===== config.mk =====
export PLATFORM = sky130hd
export DESIGN_NAME = ssd1306_spi_sink
export DESIGN_NICKNAME = d
export VERILOG_FILES = /design/src/rtl/ssd1306_pkg.sv /design/src/rtl/ssd1306_spi_rx.sv /design/src/rtl/ssd1306_spi_sink.sv
export SDC_FILE = /design/constraint.sdc
export NUM_CORES = 1
export LEC_CHECK = 0
export ABC_AREA = 1
export CORE_MARGIN = 2
export CORE_UTILIZATION = 53
export DETAILED_ROUTE_END_ITERATION = 8
export GPL_TIMING_DRIVEN = 0
export PLACE_DENSITY = 0.86
export SLEW_MARGIN = 15
export SYNTH_ARGS = -nofsm -noshare
export SYNTH_HDL_FRONTEND = slang
export SYNTH_SLANG_ARGS = --single-unit

===== constraint.sdc =====
create_clock -name clk_avr_16 -period 2.3 [get_ports clk_avr_16]
set_input_delay 0.46 -clock clk_avr_16 [delete_from_list [all_inputs] [get_ports clk_avr_16]]
set_output_delay 0.46 -clock clk_avr_16 [all_outputs]
set_load 0.02 [all_outputs]

===== src/rtl/ssd1306_pkg.sv =====
// rtl/ssd1306_pkg.sv - shared types and SSD1306 opcode constants for the OLED SPI sink
package ssd1306_pkg;

    typedef enum logic [1:0] {
        MODE_HORIZ = 2'd0,
        MODE_VERT  = 2'd1,
        MODE_PAGE  = 2'd2
    } addr_mode_t;

    typedef enum logic [1:0] {
        CMD_IDLE = 2'd0,
        CMD_ARG1 = 2'd1,
        CMD_ARG2 = 2'd2,
        CMD_SKIP = 2'd3
    } cmd_state_t;

    localparam logic [7:0] CMD_SET_MODE    = 8'h20;
    localparam logic [7:0] CMD_COL_ADDR    = 8'h21;
    localparam logic [7:0] CMD_PAGE_ADDR   = 8'h22;
    localparam logic [7:0] CMD_CONTRAST    = 8'h81;
    localparam logic [7:0] CMD_DISP_OFF    = 8'hAE;
    localparam logic [7:0] CMD_DISP_ON     = 8'hAF;
    localparam logic [7:0] CMD_NORMAL      = 8'hA6;
    localparam logic [7:0] CMD_INVERT      = 8'hA7;
    localparam logic [7:0] CMD_SEG_NORM    = 8'hA0;
    localparam logic [7:0] CMD_SEG_REMAP   = 8'hA1;
    localparam logic [7:0] CMD_COM_NORM    = 8'hC0;
    localparam logic [7:0] CMD_COM_FLIP    = 8'hC8;
    localparam logic [7:0] CMD_MUX_RATIO   = 8'hA8;
    localparam logic [7:0] CMD_DISP_OFFSET = 8'hD3;
    localparam logic [7:0] CMD_CLK_DIV     = 8'hD5;
    localparam logic [7:0] CMD_PRECHARGE   = 8'hD9;
    localparam logic [7:0] CMD_COM_PINS    = 8'hDA;
    localparam logic [7:0] CMD_VCOMH       = 8'hDB;
    localparam logic [7:0] CMD_CHARGE_PUMP = 8'h8D;

    localparam logic [7:0] CONTRAST_RESET  = 8'h7F;

    // Opcodes whose single argument byte is consumed and discarded.
    function automatic logic is_skip_op(input logic [7:0] op);
        return (op == CMD_MUX_RATIO)  || (op == CMD_DISP_OFFSET) ||
               (op == CMD_CLK_DIV)    || (op == CMD_PRECHARGE)   ||
               (op == CMD_COM_PINS)   || (op == CMD_VCOMH)       ||
               (op == CMD_CHARGE_PUMP);
    endfunction

    // Opcodes that need at least one argument byte handled by ARG1.
    function automatic logic is_arg_op(input logic [7:0] op);
        return (op == CMD_SET_MODE) || (op == CMD_COL_ADDR) ||
               (op == CMD_PAGE_ADDR) || (op == CMD_CONTRAST);
    endfunction

endpackage


===== src/rtl/ssd1306_spi_rx.sv =====
// rtl/ssd1306_spi_rx.sv - SPI mode-0 MSB-first deserialiser producing one byte strobe per 8 rising edges
module ssd1306_spi_rx (
    input  logic       clk_avr_16,
    input  logic       reset_n,
    input  logic       oled_rst,
    input  logic       oled_cs,
    input  logic       oled_dc,
    input  logic       oled_clk,
    input  logic       oled_data,
    output logic       byte_vld,
    output logic [7:0] rx_byte,
    output logic       rx_dc
);

    logic       sck_q;
    logic [6:0] shift_q;
    logic [2:0] bit_cnt;
    logic       sck_rise;

    // SCK is produced in this clock domain, so a single register suffices for edge detection.
    assign sck_rise = oled_clk & ~sck_q & ~oled_cs;

    // Shift in one bit per SCK rise; the eighth rise emits the byte together with the DC level at that rise.
    always_ff @(posedge clk_avr_16 or negedge reset_n) begin
        if (!reset_n) begin
            sck_q    <= 1'b0;
            shift_q  <= '0;
            bit_cnt  <= '0;
            byte_vld <= 1'b0;
            rx_byte  <= '0;
            rx_dc    <= 1'b0;
        end else if (!oled_rst) begin
            sck_q    <= oled_clk;
            shift_q  <= '0;
            bit_cnt  <= '0;
            byte_vld <= 1'b0;
            rx_byte  <= '0;
            rx_dc    <= 1'b0;
        end else begin
            sck_q    <= oled_clk;
            byte_vld <= 1'b0;
            if (oled_cs) begin
                bit_cnt <= '0;
            end else if (sck_rise) begin
                shift_q <= {shift_q[5:0], oled_data};
                bit_cnt <= bit_cnt + 3'd1;
                if (bit_cnt == 3'd7) begin
                    byte_vld <= 1'b1;
                    rx_byte  <= {shift_q, oled_data};
                    rx_dc    <= oled_dc;
                end
            end
        end
    end

endmodule


===== src/rtl/ssd1306_spi_sink.sv =====
// rtl/ssd1306_spi_sink.sv - SSD1306 command decoder and framebuffer writer (optional SSD1306_FRAME_STROBE_EN adds frame_done)
module ssd1306_spi_sink
    import ssd1306_pkg::*;
#(
    parameter int NUM_COLS      = 128,
    parameter int NUM_PAGES     = 8,
    parameter int FB_ADDR_WIDTH = 10
) (
    input  logic                     clk_avr_16,
    input  logic                     reset_n,
    input  logic                     oled_cs,
    input  logic                     oled_rst,
    input  logic                     oled_dc,
    input  logic                     oled_clk,
    input  logic                     oled_data,
    output logic                     fb_wr_en,
    output logic [FB_ADDR_WIDTH-1:0] fb_wr_addr,
    output logic [7:0]               fb_wr_data,
    output logic                     display_on,
    output logic [7:0]               contrast,
    output logic                     invert,
    output logic                     seg_remap,
    output logic                     com_flip
`ifdef SSD1306_FRAME_STROBE_EN
    ,
    output logic                     frame_done
`endif
);

    localparam int COL_W  = $clog2(NUM_COLS);
    localparam int PAGE_W = $clog2(NUM_PAGES);

    logic             byte_vld;
    logic [7:0]       rx_byte;
    logic             rx_dc;

    cmd_state_t       state_q, state_d;
    logic [7:0]       cmd_q;
    addr_mode_t       mode_q;
    logic [COL_W-1:0] col_q, col_start_q, col_end_q, col_nx;
    logic [PAGE_W-1:0] page_q, page_start_q, page_end_q, page_nx;
    logic [COL_W:0]   col_inc;
    logic [PAGE_W:0]  page_inc;
    logic             col_wrap, page_wrap;
    logic [FB_ADDR_WIDTH-1:0] addr_cur;

    ssd1306_spi_rx u_rx (
        .clk_avr_16 (clk_avr_16),
        .reset_n    (reset_n),
        .oled_rst   (oled_rst),
        .oled_cs    (oled_cs),
        .oled_dc    (oled_dc),
        .oled_clk   (oled_clk),
        .oled_data  (oled_data),
        .byte_vld   (byte_vld),
        .rx_byte    (rx_byte),
        .rx_dc      (rx_dc)
    );

    // Increments are one bit wider so a pointer at the top of the range still compares past the window end.
    assign col_inc   = {1'b0, col_q} + 1'b1;
    assign page_inc  = {1'b0, page_q} + 1'b1;
    assign col_wrap  = col_inc > {1'b0, col_end_q};
    assign page_wrap = page_inc > {1'b0, page_end_q};
    assign addr_cur  = FB_ADDR_WIDTH'(page_q) * FB_ADDR_WIDTH'(NUM_COLS) + FB_ADDR_WIDTH'(col_q);

    // Pointer position after a data byte, according to the addressing mode.
    always_comb begin
        col_nx  = col_q;
        page_nx = page_q;
        case (mode_q)
            MODE_HORIZ: begin
                if (col_wrap) begin
                    col_nx  = col_start_q;
                    page_nx = page_wrap ? page_start_q : page_inc[PAGE_W-1:0];
                end else begin
                    col_nx = col_inc[COL_W-1:0];
                end
            end
            MODE_VERT: begin
                if (page_wrap) begin
                    page_nx = page_start_q;
                    col_nx  = col_wrap ? col_start_q : col_inc[COL_W-1:0];
                end else begin
                    page_nx = page_inc[PAGE_W-1:0];
                end
            end
            default: begin
                col_nx = (col_q == COL_W'(NUM_COLS - 1)) ? '0 : col_inc[COL_W-1:0];
            end
        endcase
    end

    // Command FSM next state: only command bytes move it; data bytes leave pending arguments pending.
    always_comb begin
        state_d = state_q;
        if (byte_vld && !rx_dc) begin
            case (state_q)
                CMD_IDLE: begin
                    if (is_arg_op(rx_byte))       state_d = CMD_ARG1;
                    else if (is_skip_op(rx_byte)) state_d = CMD_SKIP;
                end
                CMD_ARG1: begin
                    state_d = ((cmd_q == CMD_COL_ADDR) || (cmd_q == CMD_PAGE_ADDR)) ? CMD_ARG2 : CMD_IDLE;
                end
                default: state_d = CMD_IDLE;
            endcase
        end
    end

    // Command FSM state register.
    always_ff @(posedge clk_avr_16 or negedge reset_n) begin
        if (!reset_n)       state_q <= CMD_IDLE;
        else if (!oled_rst) state_q <= CMD_IDLE;
        else                state_q <= state_d;
    end

    // Framebuffer write port, pointer/window registers and display control state.
    always_ff @(posedge clk_avr_16 or negedge reset_n) begin
        if (!reset_n) begin
            fb_wr_en     <= 1'b0;
            fb_wr_addr   <= '0;
            fb_wr_data   <= '0;
            display_on   <= 1'b0;
            contrast     <= CONTRAST_RESET;
            invert       <= 1'b0;
            seg_remap    <= 1'b0;
            com_flip     <= 1'b0;
            cmd_q        <= '0;
            mode_q       <= MODE_PAGE;
            col_q        <= '0;
            page_q       <= '0;
            col_start_q  <= '0;
            col_end_q    <= COL_W'(NUM_COLS - 1);
            page_start_q <= '0;
            page_end_q   <= PAGE_W'(NUM_PAGES - 1);
        end else if (!oled_rst) begin
            fb_wr_en     <= 1'b0;
            fb_wr_addr   <= '0;
            fb_wr_data   <= '0;
            display_on   <= 1'b0;
            contrast     <= CONTRAST_RESET;
            invert       <= 1'b0;
            seg_remap    <= 1'b0;
            com_flip     <= 1'b0;
            cmd_q        <= '0;
            mode_q       <= MODE_PAGE;
            col_q        <= '0;
            page_q       <= '0;
            col_start_q  <= '0;
            col_end_q    <= COL_W'(NUM_COLS - 1);
            page_start_q <= '0;
            page_end_q   <= PAGE_W'(NUM_PAGES - 1);
        end else begin
            fb_wr_en <= 1'b0;
            if (byte_vld && rx_dc) begin
                fb_wr_en   <= 1'b1;
                fb_wr_addr <= addr_cur;
                fb_wr_data <= rx_byte;
                col_q      <= col_nx;
                page_q     <= page_nx;
            end else if (byte_vld) begin
                case (state_q)
                    CMD_IDLE: begin
                        cmd_q <= rx_byte;
                        if (rx_byte[7:4] == 4'h0)      col_q[3:0] <= rx_byte[3:0];
                        else if (rx_byte[7:4] == 4'h1) col_q[COL_W-1:4] <= rx_byte[COL_W-5:0];
                        else if (rx_byte[7:3] == 5'b10110) page_q <= rx_byte[PAGE_W-1:0];
                        else begin
                            case (rx_byte)
                                CMD_DISP_OFF:  display_on <= 1'b0;
                                CMD_DISP_ON:   display_on <= 1'b1;
                                CMD_NORMAL:    invert     <= 1'b0;
                                CMD_INVERT:    invert     <= 1'b1;
                                CMD_SEG_NORM:  seg_remap  <= 1'b0;
                                CMD_SEG_REMAP: seg_remap  <= 1'b1;
                                CMD_COM_NORM:  com_flip   <= 1'b0;
                                CMD_COM_FLIP:  com_flip   <= 1'b1;
                                default: ;
                            endcase
                        end
                    end
                    CMD_ARG1: begin
                        case (cmd_q)
                            CMD_SET_MODE: if (rx_byte[1:0] != 2'd3) mode_q <= addr_mode_t'(rx_byte[1:0]);
                            CMD_CONTRAST: contrast <= rx_byte;
                            CMD_COL_ADDR: begin
                                col_start_q <= rx_byte[COL_W-1:0];
                                col_q       <= rx_byte[COL_W-1:0];
                            end
                            CMD_PAGE_ADDR: begin
                                page_start_q <= rx_byte[PAGE_W-1:0];
                                page_q       <= rx_byte[PAGE_W-1:0];
                            end
                            default: ;
                        endcase
                    end
                    CMD_ARG2: begin
                        if (cmd_q == CMD_COL_ADDR)  col_end_q  <= rx_byte[COL_W-1:0];
                        if (cmd_q == CMD_PAGE_ADDR) page_end_q <= rx_byte[PAGE_W-1:0];
                    end
                    default: ;
                endcase
            end
        end
    end

`ifdef SSD1306_FRAME_STROBE_EN
    // Frame strobe accompanies the write whose advance returns the pointer to the window origin.
    always_ff @(posedge clk_avr_16 or negedge reset_n) begin
        if (!reset_n)       frame_done <= 1'b0;
        else if (!oled_rst) frame_done <= 1'b0;
        else                frame_done <= byte_vld && rx_dc && (mode_q != MODE_PAGE) && col_wrap && page_wrap;
    end
`endif

endmodule


---- Word level (Yosys, flattened, before mapping) ----
Cells that the tools add are included.
cells by class
  magnitude comparators ................... 2
  equality and inequality tests ........... 67
  muxes and demuxes ....................... 116
  bitwise gates (word level) .............. 4
  reductions and logical operators ........ 33
  add/subtract/negate cells ............... 4
operators with widths
  operator               count
  $eq A8 B8 Y1 const B   17
  $mux W7                18
  $mux W8                15
  $mux W3                22
  $eq A8 B6 Y1 const B   6
  $ne A4 B4 Y1 const B   10
  $mux W1                38
  $pmux W7 S2            2
  $reduce_and A7 Y1      4
  $ne A2 B1 Y1 const B   13
  $mux W2                11
  $mux W10               2
  $reduce_and A4 Y1      5
  $ne A3 B1 Y1 const B   5
  $ne A2 B2 Y1 const B   6
  $pmux W3 S2            2
  $add A10 B7 Y10        1
  $logic_or A1 B1 Y1     10
  $reduce_and A5 Y1      2
  $add A7 B1 Y8 const B  1
  $gt A8 B7 Y1           1
  $pmux W1 S2            4
  $reduce_and A8 Y1      1
  $eq A7 B7 Y1 const B   1
  other kinds (22)       29
storage, ports and cells
  output and inout port bits .............. 31
  bits in registers ....................... 94
  bits of input ports ..................... 7
  logic and storage cells ................. 250

---- Longest topological paths before layout ----
  depth after elaboration ................. 12
  depth in mapped cells ................... 20
  gate-level depth less buffers ........... 20

---- Hierarchy ----
From an unflattened synthesis, not the netlist that was laid out.
second synthesis, totals
  cell total of the unflattened synthesis .. 636
  area total of the unflattened synthesis .. 4964.8 um^2
modules (own cells, without submodules)
  module            sequential area each (um^2)  area an instance (um^2)  cells an instance  times used
  ssd1306_spi_sink  1849.3                       4036.4                   527                1
  ssd1306_spi_rx    525.5                        928.4                    109                1

---- Worst setup path before layout ----
OpenSTA, ideal clock, no wires.
  kind .................................... flip-flop to flip-flop
  start point ............................. register col_q[0]
  end point ............................... register col_q[3]
  period minus slack after synthesis ...... 2.226 ns
  stages on the path, launching flop included .. 20
  setup time .............................. 0.117 ns
  arrival time ............................ 2.110 ns
  slack ................................... 0.074 ns
  path through ............................ dfrtp_1 ha_1 nand2_1 nor2_1 nand3_1 nand2_1 inv_1 ha_1 nand2_1 nand2_1 nor2_1 nand2_2 inv_2 nand2_4 nand2_1 nand2_1 nand3_1 nand2_1 nand2_1 nand2_1
on the way
  longest elaborated chain between the ends .. 7
RTL lines
  item                              line                                            RTL
  start: declaration                ssd1306_spi_sink.sv:40                          logic [COL_W-1:0] col_q, col_start_q, col_end_q, col_nx;
  start signal: assignment          ssd1306_spi_sink.sv:160                         col_q <= col_nx;
  start signal: assignment          ssd1306_spi_sink.sv:166                         if (rx_byte[7:4] == 4'h0) col_q[3:0] <= rx_byte[3:0];
  start signal: indexed assignment  ssd1306_spi_sink.sv:167                         else if (rx_byte[7:4] == 4'h1) col_q[COL_W-1:4] <= rx_byte[COL_W-5:0];
  $add A7 B1 Y8                     ssd1306_spi_sink.sv:61                          assign col_inc = {1'b0, col_q} + 1'b1;
  $gt A8 B7 Y1                      ssd1306_spi_sink.sv:63                          assign col_wrap = col_inc > {1'b0, col_end_q};
  $mux W7                           ssd1306_spi_sink.sv:73, ssd1306_spi_sink.sv:83
  $mux W7                           ssd1306_spi_sink.sv:81                          if (page_wrap) begin
  $pmux W7 S2 *                     ssd1306_spi_sink.sv:71                          case (mode_q)
  $mux W7 *                         ssd1306_spi_sink.sv:156                         if (byte_vld && rx_dc) begin
  $mux W7 *                         ssd1306_spi_sink.sv:137                         end else if (!oled_rst) begin
Mark *: on every way between the ends. The rest lies on a longest branch, timed or not. The select of a mux whose other input is x is not followed.
A chain may end at the register's enable or synchronous reset.

---- Worst setup path in the final report ----
  start point ............................. register col_q[1]
  end point ............................... register col_q[3]
Same word-level chain as after synthesis.

==> impl_metrics.toml <==
[synth]
ys_seq_area_share_pct = 47.9
syn_nets = 641
yosys_warnings = 0
synth_area_leaders = "dfrtp_1 38%, nand2_1 13%, dfstp_2 9.5%, o21ai_0 6.7%, nand3_1 4.7%"
ys_types = 41
syn-mean-instance-area_um2 = 8.00
netlist.area_leader.share_pct = 38.4
syn_area_mm2 = 0.00496
synth-seq-cells = 94
syn_inst = 620
synth_top_cell_by_area = "dfrtp_1"

[critical_path]
criticalPathCategory = "flop to flop"
r2r_slack_ns = -0.0003
cp_max_fo = 5
critPathRequiredTime_ns = 2.56
end_kind = "flop"
cp.arrival_ns = 2.56
setup.worst_path.start_class = "flop"

[sta]
worstMarginPinSlew_ns = 0.508
fin_crit_sh_pct = 100
min_period_ns = 2.30
finalHoldViolCount = 0
finalHoldWorstSlack_ns = 0.0281
setup_ws_ns = -0.000345
relSlewSlack_pct = 66.0
finalSetupViolCount = 2
setup_tns_ns = -0.000517
fin_skew_ns = 0.0117
rsz0062_at_grt = "yes"
drv_slew = 0
fmax_mhz = 435

[finish]
fillers = 750
post-route-util_pct = 65.5
layout_common_cells = "162 x nand2_1, 72 x dfrtp_1, 65 x o21ai_0, 57 x inv_1, 44 x nand3_1"
area_delta_synth_final_pct = 21.0
final_common_cell = "nand2_1"
drive_gt1_share_pct = 19.2
nets = 702
antenna_cells = 0

[detailed_routing]
antenna_left = 0
first_pass_iters = 5
via_per_inst = 5.59
drc = 0
wirelength_um = 12700
routedWlPerCell_um = 15.9
vias = 4455
drtIter0Drc = 364

[grt]
grt_max_degree = 66
overflow = 0
antenna_found_initial = 0
grt_pass1_wl_um = 20700
grtUsageTotal_pct = 26.1
grt_pass1_vias = 4291

[floorplanning]
io_pins = 38
die_w_um = 101
die_area_mm2 = 0.0101
die_y_um = 101
start_util_pct = 54.2
rows = 35
fp.coreArea_mm2 = 0.00915

[clock_network]
clkLatencyLatePin_ns = 0.36
cts_tree = "built"
h-tree-depth = 3
clock-sinks = 94
cts_made_buffers = 9
clkTransAtPathRegs_ns = 0.10
clockBufferDepth = 2
cts-root-buf = "clkbuf_8"

[power]
power_mw = 4.29
p_leak_nw = 2.82
ir_worst_vdd_uv = 406
power.density_mw_per_mm2 = 715

[job]
maxCapViolCount = 0

[outcome]
status = "finished, violations left"
violations = "negative setup slack"

[placement]
io_buffers = 37
pre_cts_ws_ns = -0.391
place_congestion = 0.912
hpwl_um = 8960

[worst_hold_path]
hp-class = "input pin to async pin"
cells in the mapped netlist (all sizes together):
cell      n
a21oi    17
a211oi    4
o31ai     1
ha       14
xor2      4
o21bai    1
o22ai     1
nand4     8
a41oi     1
buf      19
clkinv    1
a32o      2
inv      65
a21boi    3
clkbuf    5
nand3    54
nor2     47
dfrtp    76
a31oi     1
nor3     11
o21ai    83
nand3b    3
dfstp    18
nand2   181
logic make-up (layout without fill, tap and decap cells):
group | after synthesis | after routing | share of synthesized area (%)
fa+ha+maj | 14 | 14 | 3.53
simple gates | 304 | 306 | 27.2
xor+xnor | 4 | 4 | 0.706
flops | 94 | 94 | 47.9
compound gates | 114 | 114 | 13.2
buf+inv | 90 | 154 | 7.44
sequential cells by signal (all words and copies together) (netlist names):
signal	flops
com_flip	1
u_rx.rx_dc	1
col_end_q	7
fb_wr_en	1
page_q	3
state_q	2
display_on	1
col_q	7
u_rx.bit_cnt	3
u_rx.rx_byte	8
mode_q	2
invert	1
seg_remap	1
fb_wr_data	8
col_start_q	7
u_rx.shift_q	7
fb_wr_addr	10
page_start_q	3
u_rx.sck_q	1
page_end_q	3
contrast	8
u_rx.byte_vld	1
cmd_q	8
repair_timing:
item                                    in CTS  in global routing
endpoints found under the setup margin      10                 10
pin swaps                                    5                 14
hold buffers                                 0                  0
buffers inserted                             3                  7
gates cloned                                 1                  1
resized for setup                           21                 26
final cells by class:
class / instances / area [µm²] / share of cell area, %
clock inverters: 7 / 103 / 1.71
plain buffers: 24 / 121 / 2.02
inverters: 66 / 250 / 4.17
well taps: 111 / 139 / 2.32
flip-flops and latches: 94 / 2380 / 39.7
repair buffers: 48 / 474 / 7.91
multi-input cells: 438 / 2410 / 40.1
clock buffers: 9 / 124 / 2.07
critical path, stage by stage, from the launching register on:
cell and delay [ns]:
dfrtp_1 0.41, buf_4 0.16, nand3_4 0.11, nor2_2 0.14, xor2_2 0.23, ha_1 0.31
nand2_2 0.09, nor2_2 0.04, nor2_2 0.10, nand2_2 0.07, inv_4 0.09, nand2_8 0.07
nand2_4 0.09, nand2_2 0.06, nand3_2 0.06, nand2_2 0.06, nand2_1 0.06, nand2_1 0.06
layer usage:
metal / vias up / routed length, µm / track usage (%)
met3: 34 / 709 / 4.02
li1: 2157 / - / -
met5: - / 0 / 0
met4: 0 / 401 / 10.9
met1: 2118 / 5530 / 35.6
met2: 146 / 6020 / 41.8
final timing paths:
path,from,end,depth (start not counted)
max in group asynchronous,reset_n,contrast[3],2
worst max register to register,col_q[1],col_q[3],17
worst min-delay path,reset_n,fb_wr_en,1
worst min register to register,contrast[0],contrast[0],2
min in group clk_avr_16,contrast[0],contrast[0],2
worst max-delay path,col_q[1],col_q[3],17
power by group:
part / switching [mW] / internal (mW) / total [mW]
sequential: 0.0876 / 1.78 / 1.86
clock: 0.619 / 0.626 / 1.24
combinational: 0.750 / 0.428 / 1.18
through the flow:
step,std cells,cell area [µm²]
CTS,789,5830
global placement,768,5470
floorplan,620,4960
detailed placement,769,5490
global route,797,6000
finish,797,6000
Power figures use the tool's default switching activity.
